[config.mk]
export PLATFORM = sky130hd
export DESIGN_NAME = clk_div_multi
export DESIGN_NICKNAME = d
export VERILOG_FILES = /design/src/rtl/clk_div_pkg.sv /design/src/rtl/clk_div_chan.sv /design/src/rtl/clk_div_multi.sv
export SDC_FILE = /design/constraint.sdc
export NUM_CORES = 1
export LEC_CHECK = 0
export CAP_MARGIN = 20
export CORE_MARGIN = 10
export CORE_UTILIZATION = 55
export CTS_CLUSTER_SIZE = 40
export DETAILED_ROUTE_END_ITERATION = 8
export PLACE_DENSITY = 0.76
export SYNTH_ARGS = -nofsm -noshare
export SYNTH_HDL_FRONTEND = slang
export SYNTH_SLANG_ARGS = --single-unit
[constraint.sdc]
create_clock -name clk -period 2 [get_ports clk]
set_input_delay 0.3 -clock clk [delete_from_list [all_inputs] [get_ports clk]]
set_output_delay 0.3 -clock clk [all_outputs]
set_load 0.05 [all_outputs]
[src/rtl/clk_div_pkg.sv]
// Shared constants and helpers for the multi-channel clock divider.
// Integrators can use calc_div() in constant expressions to size divisors.
package clk_div_pkg;

  localparam int unsigned DIV_W_DEF       = 20;
  localparam int unsigned DEFAULT_DIV_DEF = 499999;

  typedef logic [DIV_W_DEF-1:0] div_word_t;

  // Half-period divisor for a square wave of f_out_hz from f_src_hz.
  // The divider toggles every (div+1) source cycles, so div = f_src/(2*f_out) - 1.
  function automatic div_word_t calc_div(input longint unsigned f_src_hz,
                                         input longint unsigned f_out_hz);
    longint unsigned half;
    if (f_out_hz == 0) return '0;
    half = f_src_hz / (2 * f_out_hz);
    return (half == 0) ? '0 : div_word_t'(half - 1);
  endfunction

endpackage

[src/rtl/clk_div_chan.sv]
// One divider channel: counter, active/shadow divisor, pending flag and tick.
// With CLK_DIV_DUTY_EN defined, a separate high-time divisor sets the duty cycle.
module clk_div_chan
  import clk_div_pkg::*;
#(
  parameter int unsigned DIV_W       = DIV_W_DEF,
  parameter int unsigned DEFAULT_DIV = DEFAULT_DIV_DEF
) (
  input  logic             clk,
  input  logic             rst_n,
  input  logic             en,
  input  logic             load,
  input  logic [DIV_W-1:0] div,
`ifdef CLK_DIV_DUTY_EN
  input  logic [DIV_W-1:0] hi,
`endif
  output logic             div_clk,
  output logic             tick,
  output logic             pend
);

  localparam logic [DIV_W-1:0] RST_DIV = DIV_W'(DEFAULT_DIV);

  logic [DIV_W-1:0] cnt;
  logic [DIV_W-1:0] act;
  logic [DIV_W-1:0] shd;
  logic [DIV_W-1:0] tgt;
  logic             at_tgt;
  logic             apply;

`ifdef CLK_DIV_DUTY_EN
  logic [DIV_W-1:0] act_hi;
  logic [DIV_W-1:0] shd_hi;

  assign tgt = div_clk ? act_hi : act;
`else
  assign tgt = act;
`endif

  assign at_tgt = (cnt == tgt);
  // Shadow moves to active only when cnt restarts, so cnt never overshoots act.
  assign apply  = pend && (!en || at_tgt);

  always_ff @(posedge clk or negedge rst_n) begin
    if (!rst_n) begin
      cnt     <= '0;
      div_clk <= 1'b0;
      tick    <= 1'b0;
    end else if (!en) begin
      cnt     <= '0;
      div_clk <= 1'b0;
      tick    <= 1'b0;
    end else if (at_tgt) begin
      cnt     <= '0;
      div_clk <= ~div_clk;
      tick    <= 1'b1;
    end else begin
      cnt     <= cnt + DIV_W'(1);
      tick    <= 1'b0;
    end
  end

  always_ff @(posedge clk or negedge rst_n) begin
    if (!rst_n) begin
      act    <= RST_DIV;
      shd    <= RST_DIV;
      pend   <= 1'b0;
`ifdef CLK_DIV_DUTY_EN
      act_hi <= RST_DIV;
      shd_hi <= RST_DIV;
`endif
    end else begin
      if (apply) begin
        act    <= shd;
`ifdef CLK_DIV_DUTY_EN
        act_hi <= shd_hi;
`endif
      end
      // A load in the apply cycle lands in the shadow and waits for the next boundary.
      if (load) begin
        shd    <= div;
`ifdef CLK_DIV_DUTY_EN
        shd_hi <= hi;
`endif
        pend   <= 1'b1;
      end else if (apply) begin
        pend   <= 1'b0;
      end
    end
  end

endmodule

[src/rtl/clk_div_multi.sv]
// CH independent clock dividers from one source clock, with safe divisor reload.
// Define CLK_DIV_DUTY_EN to add the hi_i high-time input for programmable duty cycle.
module clk_div_multi
  import clk_div_pkg::*;
#(
  parameter int unsigned CH          = 4,
  parameter int unsigned DIV_W       = DIV_W_DEF,
  parameter int unsigned DEFAULT_DIV = DEFAULT_DIV_DEF
) (
  input  logic                  clk,
  input  logic                  rst_n,
  input  logic [CH-1:0]         en_i,
  input  logic [CH-1:0]         load_i,
  input  logic [CH*DIV_W-1:0]   div_i,
`ifdef CLK_DIV_DUTY_EN
  input  logic [CH*DIV_W-1:0]   hi_i,
`endif
  output logic [CH-1:0]         clk_o,
  output logic [CH-1:0]         tick_o,
  output logic [CH-1:0]         pend_o
);

  for (genvar k = 0; k < CH; k++) begin : g_ch
    clk_div_chan #(
      .DIV_W       (DIV_W),
      .DEFAULT_DIV (DEFAULT_DIV)
    ) u_chan (
      .clk     (clk),
      .rst_n   (rst_n),
      .en      (en_i[k]),
      .load    (load_i[k]),
      .div     (div_i[k*DIV_W +: DIV_W]),
`ifdef CLK_DIV_DUTY_EN
      .hi      (hi_i[k*DIV_W +: DIV_W]),
`endif
      .div_clk (clk_o[k]),
      .tick    (tick_o[k]),
      .pend    (pend_o[k])
    );
  end

endmodule

==> reports/metrics.cfg <==
[setup_path]
path_cells = xor2_1 -> nor4_2 -> buf_4 -> clkbuf_4 -> a31oi_1 -> a41oi_1 -> o211ai_1
cp_max_fo = 10
slowest_delay_ns = 0.44
crit_type = reg -> reg
cp.arrival_ns = 2.48
required_ns = 2.44
crit_slowest_cell = dfrtp_2
end_kind = flop
r2r_cells = 7
crit_path_start_kind = flop

[global_routing]
track_usage = 0.205
grt_pass1_vias = 10700
grt_first_pass_wirelength_mm = 54.4
grt_antenna_before_repair = 1
globalRouteOverflowTotal = 0
grt_max_degree = 64

[synth]
yosys_warnings = 0
synth-seq-cells = 252
syn_area_per_cell_um2 = 10.5
synthSimpleGateAreaFrac = 0.114
yosys-mux-area-fraction = 0.0675
synthCells = 1273
synth_top_family_by_area = compound AO/OA/AOI/OAI gates
syn-num-nets = 1367
synth_adder_area_share = 0.00375
syn-cell-area_um2 = 13300
yosys.area_share.xor_xnor = 0.0998
synth_seq_area_share = 0.481
synth_compound_area_frac = 0.188
yosysUniqueCellTypes = 30

[placement]
portBuffers = 101
dp_hpwl_mm = 21.9
dp.cells = 1658
place.gp.congestion = 0.855

[die]
die_y_um = 176
die_w_um = 176
die-area_um2 = 30900
start_util = 0.563
boundaryPins = 102
core_um2 = 23700
std_cell_rows = 56

[route]
drt_pre_antenna_iters = 5
drtAntennaViolNets = 0
wirelength_mm = 33.3
vias = 11000
post_drt_wl_per_cell_um = 19.2
avgViaCountPerCell = 6.32
initialDrtViolationCount = 1057
drc = 0

[timing]
worst_slew_pin_slew_ns = 0.778
worst_slack_ns = -0.0350
rsz0062_at_grt = yes
tns_ns = -0.139
fin_crit_ns = 2.04
finalCritPeriodShare = 1.02
final_hold_viol_count = 0
setup_violations = 10
fin_skew_ns = 0.0122
relSlewSlack = 0.479
clock.fmax_mhz = 491
drv_slew = 0

[outcome]
status = finished with violations
violations = negative setup slack

[cells_and_area]
fin_nets = 1487
final_common_cell = dfrtp_1
nFillCells = 1746
layout-drive-gt1-share = 0.247
utilization = 0.694
diodes = 0
final_cell_mix = dfrtp_1, xor2_1, nand2_1
instances_no_fill = 1734
area_delta_synth_final_pct = 23.1

[cts]
cts_buffers = 28
cts.clk_slew.worst_paths_ns = 0.06
cts_buffer_depth = 3
cts_tree = done
cts_sinks = 252
root_buffer = clkbuf_16
clk_latency_ns = 0.54
htreeDepth = 1

[min_path]
hp-class = in -> async

[power]
static-leakage-power_uw = 0.00664
power.density_nw_per_um2 = 803
irDropWorstVdd_v = 0.000880

[run]
maxCapViolations = 0

## cell usage after synthesis
cell type | count | area (µm²)
and3_1 | 16 | 100
mux2_2 | 80 | 901
nor4_1 | 10 | 62.6
nor2b_1 | 1 | 6.26
nor4_2 | 12 | 150
inv_1 | 14 | 52.6
xnor2_1 | 24 | 210
buf_4 | 18 | 135
nor2_1 | 100 | 375
o21ai_0 | 4 | 20.0
nand3_1 | 37 | 185
and2_1 | 5 | 31.3
or3_1 | 4 | 25.0
a21boi_1 | 4 | 30.0
nor3_1 | 6 | 30.0
a22oi_1 | 80 | 601
o211ai_1 | 80 | 601
buf_2 | 51 | 255
a31oi_1 | 80 | 500
and4_1 | 6 | 52.6
dfstp_2 | 88 | 2310
nand2_1 | 103 | 387
xor2_1 | 128 | 1120
a41oi_1 | 80 | 701
dfrtp_1 | 164 | 4100
o21ai_1 | 4 | 20.0
clkbuf_1 | 47 | 176
ha_1 | 4 | 50.1
nand4_1 | 19 | 119
o21bai_1 | 4 | 30.0
## layer usage
layer,share of wire,GRT usage
met1,0.43,0.280
met2,0.48,0.332
met3,0.061,0.0330
met4,0.024,0.0569
met5,0.00039,0
## power breakdown
group	switching (µW)	internal [µW]	total (µW)
clock	2050	3260	5310
sequential	432	5670	6100
combinational	889	888	1780
## through the flow
stage / total power, µW / worst slack (ns) / instance area (µm²) / hold slack, ns
floorplan: 7150 / 0.271 / 13300 / 0.00441
global placement: 7780 / 0.0451 / 15000 / 0.303
detailed placement: 7890 / -0.0622 / 15000 / 0.298
CTS: 13200 / 0.00322 / 16000 / 0.325
global route: 13800 / -0.111 / 16400 / 0.349
finish: 13200 / -0.0350 / 16400 / 0.320
## layout make-up
type	count	area, µm²	area share
clock buffers	44	841	0.0512
clock inverters	8	126	0.00769
inverters	14	52.6	0.00320
multi-input cells	891	6450	0.393
flip-flops and latches	252	6420	0.391
well taps	319	399	0.0243
repair buffers	206	2140	0.130
## logic make-up (layout without fill, tap and decap cells)
family          after synthesis  count (layout)
mux                          80              80
simple gates                319             319
buf+inv                     130             272
xor+xnor                    152             152
fa+ha+maj                     4               4
compound gates              336             336
flops                       252             252
## path summary, 6_finish.rpt
kind / startpoint / slack [ns] / endpoint
worst max-delay path: g_ch[2].u_chan.cnt[5]$_DFF_PN0_ / -0.04 / g_ch[2].u_chan.act[1]$_DFFE_PN1P_
worst min register to register: g_ch[2].u_chan.cnt[0]$_DFF_PN0_ / 0.52 / g_ch[2].u_chan.cnt[0]$_DFF_PN0_
worst min-delay path: rst_n / 0.32 / g_ch[0].u_chan.shd[9]$_DFFE_PN0P_
max in group asynchronous: rst_n / 0.99 / g_ch[2].u_chan.shd[3]$_DFFE_PN1P_
min in group clk: div_i[24] / 0.37 / g_ch[1].u_chan.shd[4]$_DFFE_PN1P_
worst max register to register: g_ch[2].u_chan.cnt[5]$_DFF_PN0_ / -0.04 / g_ch[2].u_chan.act[1]$_DFFE_PN1P_
## critical path, delay by kind of cell, from the launching register on
family | cells | cell delay, ns
buf+inv | 2 | 0.39
flops | 1 | 0.44
simple gates | 1 | 0.44
xor+xnor | 1 | 0.18
compound gates | 3 | 0.49
## what timing repair did
action,in CTS,in global routing
pin swaps,0,14
hold buffers,1,0
setup buffers,0,16
gates resized for setup,7,42
setup endpoints to repair,24,129
gates cloned,1,6
hold endpoints to repair,44,0
## registers in the layout (all words and copies together), names as in the netlist
register / flops
g_ch.u_chan.tick: 4
g_ch.u_chan.shd: 80
g_ch.u_chan.div_clk: 4
g_ch.u_chan.cnt: 80
g_ch.u_chan.pend: 4
g_ch.u_chan.act: 80
Power figures use the tool's default switching activity.
==> variant, RTL diff (same flow settings) <==
`CH`: 4 -> 5.
--- a/src/rtl/clk_div_multi.sv
+++ b/src/rtl/clk_div_multi.sv
@@ -4,5 +4,5 @@
   import clk_div_pkg::*;
 #(
-  parameter int unsigned CH          = 4,
+  parameter int unsigned CH          = 5,
   parameter int unsigned DIV_W       = DIV_W_DEF,
   parameter int unsigned DEFAULT_DIV = DEFAULT_DIV_DEF
Interface: changed (6 resized); port bits go from 102 to 127. No check against the original RTL was run, so the function may have changed too.
==> variant against the original RTL <==
Hold slack better by 0.0011 ns. Power up 29%. Worst setup slack better by 0.095 ns. Cell area up 24%. Fmax up 4.9%. Wire length up 26%. Critical path type is now register to output pin. Clock power up 35%. Sequential share of layout area up 0.43 points. Sequential cell count up 63. Synthesized area up 26%. Largest cell class unchanged.
==> variant: results (changes against the original RTL) <==
INFO  metric outcome = completed
INFO  metric biggest_regs = g_ch.u_chan.act x100, g_ch.u_chan.cnt x100, g_ch.u_chan.shd x100
INFO  metric worst-slew-pin-transition = 0.7889 ns (+0.01077 ns)
INFO  metric grt_pass1_wl = 69420 µm (+28%)
INFO  metric detail_route.wirelength = 41970 µm (+26%)
INFO  metric grt_antenna_before_repair = 2 (+1)
INFO  metric drive_above_1_share = 23.21% (-1.5 points)
INFO  metric postCtsResizedCells = 6 (-1)
INFO  metric share_of_the_synthesized_area_in_compound_gates_ao_oa_aoi_oai = 18.66% (-0.089 points)
INFO  metric via_per_inst = 6.305 (-0.16%)
INFO  metric synthTopCellsByCount = sky130_fd_sc_hd__dfrtp_1 (205), sky130_fd_sc_hd__xor2_1 (148), sky130_fd_sc_hd__nand2_1 (138), sky130_fd_sc_hd__nor2_1 (120), sky130_fd_sc_hd__dfstp_2 (110)
INFO  metric gp_congestion = 0.8480 (-0.85%)
INFO  metric timing.clock.skew = 0.01399 ns (+0.001800 ns)
INFO  metric cts_buffers = 36 (+29%)
INFO  metric track_usage = 21.25% (+0.71 points)
INFO  metric worst_path_max_delay_cell = sky130_fd_sc_hd__clkdlybuf4s50_1
INFO  metric mapped_nets = 1713 (+25%)
INFO  metric yosysSeqAreaShare = 47.85% (-0.23 points)
INFO  metric drt_iter0_drcs = 1148 (+8.6%)
INFO  metric cp_slowest_stage_delay = 0.81 ns (+0.37 ns)
INFO  metric max_vdd_drop = 0.001219 V (+39%)
INFO  metric synth.mux.area_fraction = 6.719% (-0.032 points)
INFO  metric critical_path_arrival = 1.64 ns (-0.84 ns)
INFO  metric h_tree_levels = 2 (+1)
INFO  metric placed_cells_incl_taps = 2068 (+25%)
INFO  metric crit_path_max_fanout = 1 (-9)
INFO  metric synth_xor_area_share = 9.929% (-0.047 points)
INFO  metric first_global_vias = 13.60k (+27%)
INFO  metric synth.top_cells.by_area = sky130_fd_sc_hd__dfrtp_1 (31%), sky130_fd_sc_hd__dfstp_2 (17%), sky130_fd_sc_hd__xor2_1 (7.7%)
==> variant: path summary, 6_finish.rpt <==
check | from | endpoint | slack, ns | cells past startpoint
setup / recovery | g_ch[3].u_chan.tick$_DFF_PN0_ | tick_o[3] | 0.06 | 1
hold / removal | rst_n | g_ch[2].u_chan.act[6]$_DFFE_PN0P_ | 0.32 | 2
setup reg to reg | g_ch[0].u_chan.cnt[10]$_DFF_PN0_ | g_ch[0].u_chan.act[12]$_DFFE_PN0P_ | 0.07 | 6
hold reg to reg | g_ch[3].u_chan.shd[12]$_DFFE_PN0P_ | g_ch[3].u_chan.shd[12]$_DFFE_PN0P_ | 0.53 | 1
max in group asynchronous | rst_n | g_ch[4].u_chan.act[17]$_DFFE_PN1P_ | 0.93 | 3
min in group clk | div_i[60] | g_ch[3].u_chan.shd[0]$_DFFE_PN1P_ | 0.40 | 2
==> variant: power by group through the flow <==
stage	Clock [mW]	Combinational [mW]	Sequential (mW)
3_3_place_gp	0	2.06	7.69
4_1_cts	7.33	2.18	7.61
2_1_floorplan	0	1.42	7.52
6_report	7.18	2.22	7.62
5_1_grt	7.59	2.46	7.69
3_5_place_dp	0	2.15	7.71
==> variant: final cells by class <==
cell class	count	area, µm²
antenna	2	5.005
clock buffer	47	993.5
clock inverter	17	296.5
fill	2217	9573
inverter	18	67.56
multi-input combinational	1119	8103
sequential	315	8020
tap	390	488.0
timing repair buffer	233	2328
==> variant: metal layers <==
layer | up-vias | wire (µm) | GRT usage, %
met2 | 452 | 21120 | 36.21
met4 | 0 | 1022 | 6.672
met3 | 80 | 2208 | 3.218
met1 | 6747 | 17620 | 27.14
met5 | - | 0 | 0
li1 | 6221 | - | -
